`src/rtl/fu_issue_fifo_pkg.sv`:
```
// Shared types for the per-FU issue queues: FU class select, RS issue
// packet, per-class stall vector, queue sizing defaults and a popcount helper.
package fu_issue_fifo_pkg;

    localparam int FU_FIFO_DEPTH   = 8;
    localparam int FU_STALL_MARGIN = 3;

    typedef enum logic [1:0] {
        ALU_1  = 2'd0,
        LS_1   = 2'd1,
        MULT_1 = 2'd2,
        BRANCH = 2'd3
    } FU_SELECT;

    typedef struct packed {
        logic        valid;
        FU_SELECT    dec_fu_unit_sel;
        logic [31:0] pc;
        logic [7:0]  dest_tag;
        logic [31:0] rs1_val;
        logic [31:0] rs2_val;
    } RS_S_PACKET;

    typedef struct packed {
        logic branch;
        logic mult;
        logic ls;
        logic alu;
    } FU_FIFO_PACKET;

    function automatic logic [1:0] popcnt3(input logic [2:0] v);
        return 2'(v[0]) + 2'(v[1]) + 2'(v[2]);
    endfunction

endpackage

```
`src/rtl/fu_enq_compact.sv`:
```
// Enqueue compactor: turns three per-slot match bits into write enables and
// consecutive write indices starting at tail (slot 2 first), truncated to the
// free capacity so the lowest-priority matches are the ones dropped.
module fu_enq_compact
    import fu_issue_fifo_pkg::*;
#(
    parameter int AW = 3,
    parameter int CW = 4
) (
    input  logic [2:0]          i_match,
    input  logic [AW-1:0]       i_tail,
    input  logic [CW-1:0]       i_cap,
    output logic [2:0]          o_we,
    output logic [2:0][AW-1:0]  o_widx,
    output logic [1:0]          o_num_enq
);

    logic [1:0]      w_cap3;
    logic [2:0][1:0] w_rank;

    // Rank each slot by the number of higher-priority matches, then gate by capacity
    always_comb begin
        w_cap3    = (i_cap >= CW'(3)) ? 2'd3 : i_cap[1:0];
        w_rank[2] = 2'd0;
        w_rank[1] = 2'(i_match[2]);
        w_rank[0] = 2'(i_match[2]) + 2'(i_match[1]);
        o_we      = '0;
        o_widx    = '0;
        for (int unsigned k = 0; k < 3; k++) begin
            o_we[k]   = i_match[k] && (w_rank[k] < w_cap3);
            o_widx[k] = i_tail + AW'(w_rank[k]);
        end
        o_num_enq = popcnt3(o_we);
    end

endmodule

```
`src/rtl/fu_issue_fifo.sv`:
```
// Per-functional-unit issue queue: filters the 3-wide RS issue by FU class,
// enqueues matches in slot order 2,1,0 and hands one packet per cycle to the
// FU over valid/ready. fifo_stall is derived from the registered count only.
// Optional feature: FU_FIFO_BYPASS_EN adds a zero-latency empty-queue bypass.
module fu_issue_fifo
    import fu_issue_fifo_pkg::*;
#(
    parameter FU_SELECT FU_TYPE      = ALU_1,
    parameter int       DEPTH        = FU_FIFO_DEPTH,
    parameter int       STALL_MARGIN = FU_STALL_MARGIN
) (
    input  logic                     clk,
    input  logic                     rst,
    input  RS_S_PACKET [2:0]         issue_pkts,
    input  logic                     squash,
    input  logic                     fu_ready,
    output RS_S_PACKET               fu_pkt,
    output logic                     fifo_stall,
    output logic [$clog2(DEPTH):0]   free_cnt,
    output logic                     overflow_err
);

    localparam int AW = $clog2(DEPTH);
    localparam int CW = AW + 1;

    RS_S_PACKET          r_mem [DEPTH];
    logic [AW-1:0]       r_head;
    logic [AW-1:0]       r_tail;
    logic [CW-1:0]       r_count;
    logic                r_ovf;

    logic [2:0]          w_match;
    logic [2:0]          w_match_eff;
    logic                w_pop;
    logic [CW-1:0]       w_cap;
    logic [CW-1:0]       w_free;
    logic [2:0]          w_we;
    logic [2:0][AW-1:0]  w_widx;
    logic [1:0]          w_num_enq;
    logic                w_drop;
`ifdef FU_FIFO_BYPASS_EN
    logic [2:0]          w_hi;
    logic                w_byp_valid;
    logic                w_byp_take;
    RS_S_PACKET          w_byp_pkt;
`endif

    // Match filtering, pop, capacity (pop frees a slot first) and bypass selection
    always_comb begin
        for (int unsigned k = 0; k < 3; k++) begin
            w_match[k] = issue_pkts[k].valid && (issue_pkts[k].dec_fu_unit_sel == FU_TYPE);
        end
        w_pop       = (r_count != '0) && fu_ready;
        w_cap       = CW'(DEPTH) - r_count + CW'(w_pop);
        w_free      = CW'(DEPTH) - r_count;
        w_match_eff = w_match;
`ifdef FU_FIFO_BYPASS_EN
        w_hi        = w_match[2] ? 3'b100 : (w_match[1] ? 3'b010 : (w_match[0] ? 3'b001 : 3'b000));
        w_byp_valid = (r_count == '0) && !squash && (w_match != '0);
        w_byp_take  = w_byp_valid && fu_ready;
        w_byp_pkt   = w_match[2] ? issue_pkts[2] : (w_match[1] ? issue_pkts[1] : issue_pkts[0]);
        if (w_byp_take) begin
            w_match_eff = w_match & ~w_hi;
        end
`endif
    end

    fu_enq_compact #(
        .AW (AW),
        .CW (CW)
    ) u_compact (
        .i_match   (w_match_eff),
        .i_tail    (r_tail),
        .i_cap     (w_cap),
        .o_we      (w_we),
        .o_widx    (w_widx),
        .o_num_enq (w_num_enq)
    );

    assign w_drop = (w_match_eff & ~w_we) != '0;

    // Output head packet, free count and registered stall
    always_comb begin
        fu_pkt = '0;
        if (r_count != '0) begin
            fu_pkt       = r_mem[r_head];
            fu_pkt.valid = 1'b1;
        end
`ifdef FU_FIFO_BYPASS_EN
        else if (w_byp_valid) begin
            fu_pkt = w_byp_pkt;
        end
`endif
        free_cnt     = w_free;
        fifo_stall   = w_free < CW'(STALL_MARGIN);
        overflow_err = r_ovf;
    end

    // Buffer state: reset beats squash, squash beats enqueue/dequeue
    always_ff @(posedge clk) begin
        if (rst) begin
            r_head  <= '0;
            r_tail  <= '0;
            r_count <= '0;
            r_ovf   <= 1'b0;
            for (int unsigned i = 0; i < DEPTH; i++) begin
                r_mem[i] <= '0;
            end
        end else if (squash) begin
            r_head  <= '0;
            r_tail  <= '0;
            r_count <= '0;
        end else begin
            for (int unsigned k = 0; k < 3; k++) begin
                if (w_we[k]) begin
                    r_mem[w_widx[k]] <= issue_pkts[k];
                end
            end
            if (w_pop) begin
                r_head <= r_head + 1'b1;
            end
            r_tail  <= r_tail + AW'(w_num_enq);
            r_count <= r_count + CW'(w_num_enq) - CW'(w_pop);
            if (w_drop) begin
                r_ovf <= 1'b1;
            end
        end
    end

endmodule
```
`config.mk`:
```
export PLATFORM = sky130hd
export DESIGN_NAME = fu_issue_fifo
export DESIGN_NICKNAME = d
export VERILOG_FILES = /design/src/rtl/fu_issue_fifo_pkg.sv /design/src/rtl/fu_enq_compact.sv /design/src/rtl/fu_issue_fifo.sv
export SDC_FILE = /design/constraint.sdc
export NUM_CORES = 2
export LEC_CHECK = 0
export CORE_MARGIN = 3
export CORE_UTILIZATION = 30
export DETAILED_ROUTE_END_ITERATION = 10
export MAX_ROUTING_LAYER = met4
export PLACE_DENSITY_LB_ADDON = 0.05
export SYNTH_ARGS = -nofsm -noshare
export SYNTH_HDL_FRONTEND = slang
export SYNTH_SLANG_ARGS = --single-unit
```
`constraint.sdc`:
```
create_clock -name clk -period 17.4 [get_ports clk]
set_input_delay 2.61 -clock clk [delete_from_list [all_inputs] [get_ports clk]]
set_output_delay 2.61 -clock clk [all_outputs]
set_load 0.05 [all_outputs]
```
---- Yosys cells after proc, flatten, opt, wreduce, memory -nomap -nowiden ----
Memory sizes are Yosys's and may differ from the RTL's. A register that Yosys moved wholly into a read port is not among the register bits.
Cells that the tools add are included.
cells by class
  add/subtract/negate cells ............... 11
  $lt $le $gt $ge ......................... 5
  muxes and demuxes ....................... 27
  bitwise operators ....................... 3
  reductions and logical operators ........ 17
operator list
  cell                                                                          number
  107-bit two-way mux                                                           4
  107-bit OR reduction                                                          3
  1-bit two-way mux                                                             17
  3-bit two-way mux                                                             5
  1-bit logical AND                                                             7
  3-bit by 2-bit adder with 3-bit output                                        2
  2-bit zero test                                                               3
  1-bit by 1-bit adder with 2-bit output                                        2
  4-bit by 1-bit adder with 4-bit output                                        1
  4-bit by 2-bit adder with 4-bit output                                        1
  4-bit by 2-bit >= comparator with 1-bit output, second input constant         1
  4-bit by 2-bit less-than comparator with 1-bit output, second input constant  1
  4-bit nonzero test                                                            1
  4-bit by 1-bit subtractor with 4-bit output                                   1
  4-bit subtractor, first input constant                                        1
  3-bit by 1-bit adder with 3-bit output                                        1
  3-bit by 1-bit adder with 3-bit output, second input constant                 1
  3-bit bitwise AND                                                             1
  3-bit NOT                                                                     1
  3-bit nonzero test                                                            1
  2-bit by 1-bit adder with 2-bit output                                        1
  1-bit by 2-bit less-than comparator with 1-bit output                         1
  1-bit by 2-bit less-than comparator with 1-bit output, first input constant   1
  2-bit less-than comparator                                                    1
  other kinds (4)                                                               4
word-level totals
  register bits ........................... 11
  RAM bits ................................ 856
  bits of input ports ..................... 325
  memories ................................ 1
memories
  name   depth  width  read ports  clocked after Yosys merged registers in  wr ports  line                 text
  r_mem  8      107    1           1                                        8         fu_issue_fifo.sv:26  RS_S_PACKET r_mem [DEPTH];

---- Logic depth before layout (Yosys ltp) ----
  depth after elaboration ................. 13
  gate-level depth with buffers ........... 27
  depth with buffers taken out ............ 23

---- Modules after synthesis ----
Synthesis repeated with hierarchy kept, for this count alone.
unflattened totals
  cell total of the unflattened synthesis .. 6,054
  area, all modules ....................... 59,525.8 um2
by module, submodules not included
  module          times used  cells each  area an instance (um2)  seq. area each (um2)
  fu_issue_fifo   1           6,035       59,319.4                25,744.7
  fu_enq_compact  1           19          206.4                   0.0

---- Worst setup path before layout ----
Ideal clock, no wire load.
  path type ............................... input -> register
  start ................................... in fu_ready
  end ..................................... mem r_mem[5][0] (netlist bit), enable pin
  setup time .............................. 0.717 ns
  data arrival time ....................... 12.656 ns
  path slack .............................. 4.027 ns
  stages .................................. 14
  buffers on the path ..................... 3
  cells stage by stage .................... and2_1 > clkbuf_1 > ha_1 > ha_1 > xnor3_1 > or2_0 > clkbuf_1 > a21oi_1 > ha_1 > a21oi_1 > nand2b_1 > or4_1 > clkbuf_1 > o21ai_0
RTL lines
  item         line                 text
  from (decl)  fu_issue_fifo.sv:16  input logic fu_ready,
  to (decl)    fu_issue_fifo.sv:26

==> metrics.md <==
| Metric | Value |
|---|---|
| Routed via count | `41730` |
| Final non-filler cell total | `6526` |
| Number of max-cap violations | `0` |
| Maximum vdd drop | `0.09793 mV` |
| Setup crit start kind | `input port` |
| Clk sinks | `862` |
| I/O pin count | `438` |
| Die height | `418.2 um` |
| Reg area | `25760 um^2` |
| Hold buffer count at CTS | `0` |
| Fmax achieved | `0.1293 GHz` |
| Flops & latches, synth | `862` |
| Crit share post-route | `44.45%` |
| Hold_sp | `r_head[2]$_SDFFE_PP0N_` |
| Top-area cell type share of the netlist area | `49.96%` |
| TritonCTS clock tree | `yes` |
| Post-Syn Instances | `4147` |
| Cell with the most instances after synthesis | `edfxtp_1` |
| Later-pin clock latency in the skew report | `0.73 ns` |
| Pwr Density | `107.3 nW/um^2` |
| Post-synth EDFFs | `848` |
| Overall Global Routing Usage | `27.48%` |
| Post-synthesis sequential area ratio | `50.51%` |
| Average via count per standard cell | `6.394` |
| Root buffer cell | `clkbuf_16` |
| Min-delay worst type | `reg2reg` |
| Clock slew at reported path FFs | `0.06 ns` |
| Placer Congestion | `0.7663` |
| Hold depth | `2` |
| Post-DP HPWL | `130600 um` |
| CP max FO | `44` |
| Fin Setup TNS | `0 ns` |
| R2r endpoint | `r_mem[1][79]$_DFFE_PP_` |
| Die X | `418.2 um` |
| Hold_ws | `0.5339 ns` |
| Slowest library cell on the worst path | `buf_4` |
| Area of the multi-input gates | `23060 um^2` |
| Min Clock Period, post-route | `7.734 ns` |
| Dpl cells | `6315` |
| WL final | `239300 um` |
| Setup violators final | `0` |
| Worst path arrival time | `8.07 ns` |
| Global route total overflow | `0` |
| Layout cells sized above 1 | `11.91%` |
| Post-CTS setup repair buffer count | `0` |
| Longest Clk Path Bufs | `3` |
| CP required | `17.74 ns` |
| Core Rows | `150` |
| R2r startpoint | `r_count[1]$_SDFF_PP0_` |
| Worst slew pin tran | `1.264 ns` |
| Setup CP Type | `in2reg` |
| H-tree level count | `3` |
| Avg WL per Cell | `36.67 um` |
| TritonRoute pass-1 iters | `6` |
| Reg2reg path depth | `17` |
| Final hold vios | `0` |
| Yosys Warn Count | `0` |
| R2R Setup Slk | `10.58 ns` |
| Slew Limit Fails | `0` |
| Fin nets | `4567` |
| Num CTS Buffers | `108` |
| Outcome | `finished clean` |
| Port Buf Inserts | `437` |
| ANT nets after route | `0` |
| Antenna violations before repair | `17` |
| Initial Util | `30.34%` |
| Post_cts resized | `0` |
| Pin count of the biggest net entering global routing | `167` |
| Cell mode on critical path | `ha_1` |
| DRC | `0` |
| First-pass GRT wire length | `335600 um` |
| Crit-path cells | `clkdlybuf4s50_1, and2_1, ha_1, ha_1, xnor3_1, or2_0, a21oi_1, ha_1, inv_1, a2111o_1, nand2_1, o2111ai_4, buf_4, buf_4` |
| Vias in the first global route | `42470` |
| Syn Area/Cell | `12.29 um^2` |
| Iteration-0 DRC Markers | `4470` |
| Top FF cell, synth | `edfxtp_1` |
| Crit end category | `register` |
| Fillcell total | `16470` |
| Die ar. | `174900 um^2` |
| Post-synth cell types | `55` |
| Most frequent cells after synthesis | `edfxtp_1, o21a_1, o221ai_1` |
| Top cells by area, synth | `edfxtp_1, o221ai_1, o21a_1` |
| Lkg Pwr | `19.30 nW` |
| Post-synth top area cell | `edfxtp_1` |
| Worst Hold Path EP | `r_head[2]$_SDFFE_PP0N_` |
| Worst Skew | `0.02002 ns` |
| Slew headroom | `15.74%` |
| Core ar. | `168000 um^2` |
| Unrepaired setup endpoints after global routing | `false` |
| Area Growth Syn to Fin | `18.31%` |
| Cell area after synthesis | `50970 um^2` |
| Ys async rst share | `0%` |
| Worst path max stage delay | `0.78 ns` |
-- worst max path at each step --
stage | start | to
2_1_floorplan | fu_ready | r_mem[5][0]$_DFFE_PP_
3_3_place_gp | fu_ready | r_mem[1][79]$_DFFE_PP_
3_5_place_dp | fu_ready | r_mem[1][83]$_DFFE_PP_
4_1_cts | fu_ready | r_mem[1][83]$_DFFE_PP_
5_1_grt | fu_ready | r_mem[1][79]$_DFFE_PP_
6_report | fu_ready | r_mem[1][79]$_DFFE_PP_
-- power by group --
part | internal [mW] | switching (mW) | leakage, nW
Sequential | 2.39 | 0.0457 | 8.87
Combinational | 0.546 | 1.28 | 8.80
Clock | 1.25 | 0.958 | 1.62
Total | 4.19 | 2.28 | 19.3
-- flip-flops by register name, indices dropped and copies added (netlist names), named ones only --
signal and count:
r_tail 3, overflow_err 1, r_head 3, r_mem 848
r_count 4
-- through the flow --
stage / util (%) / setup slack (ns) / instance area, um^2 / power [mW]
after global placement: 33.90 / 8.902 / 56940 / 4.337
after CTS: 35.88 / 9.647 / 60270 / 6.547
after global routing: 35.90 / 9.384 / 60300 / 6.690
final: 35.90 / 9.666 / 60300 / 6.468
after detailed placement: 33.90 / 8.896 / 56940 / 4.333
after floorplan: - / 4.027 / 51020 / 3.560
-- layout make-up --
type / instances / share of cell area, %
Timing Repair Buffer: 545 / 8.765
Tap cell: 2204 / 4.573
Multi-Input combinational cell: 2683 / 38.24
Clock inverter: 57 / 0.7345
Clock buffer: 141 / 4.789
Sequential cell: 862 / 42.71
Antenna cell: 13 / 0.05395
Inverter: 21 / 0.1307
-- cell families after synthesis --
logic type      Yosys count  synth area share, %
xor+xnor                 11               0.2160
buf+inv                 617                5.089
simple gates            616                4.836
mux                     319                11.47
compound gates         1700                27.30
other cells               1             0.007358
flops                   862                50.51
fa+ha+maj                21               0.5744
-- metal layers --
metal	track usage [%]	vias up	share of wire (%)
met1	35.20	21850	42
met2	44.55	2089	48
met3	3.503	410	6.3
li1	-	17380	-
met4	10.31	0	3.8
met5	-	-	0
-- critical path, delay by kind of cell --
kind                       cells  cell delay [ns]
buffers and inverters          4             2.11
AOI/OAI and AO/OA              3             1.28
and+or+nand+nor                3             0.97
adders and majority gates      3             0.63
xor gates and xnor gates       1             0.27
-- layout by cell type (no fill, tap or decap), drive strengths merged, types with 6 or more instances in the layout --
cell type,instances
edfxtp,848
diode,13
nand3,11
o22a,10
bufinv,6
mux4,212
nand2,430
o21a,822
o221ai,822
dfxtp,14
buf,108
o2111ai,9
inv,24
nor2,125
clkinv,46
nand4,6
ha,17
nor4,14
conb,16
mux2i,107
clkbuf,141
clkdlybuf4s50,437
o31ai,10
and2,8
No activity file was read; power rests on OpenSTA's default activity.
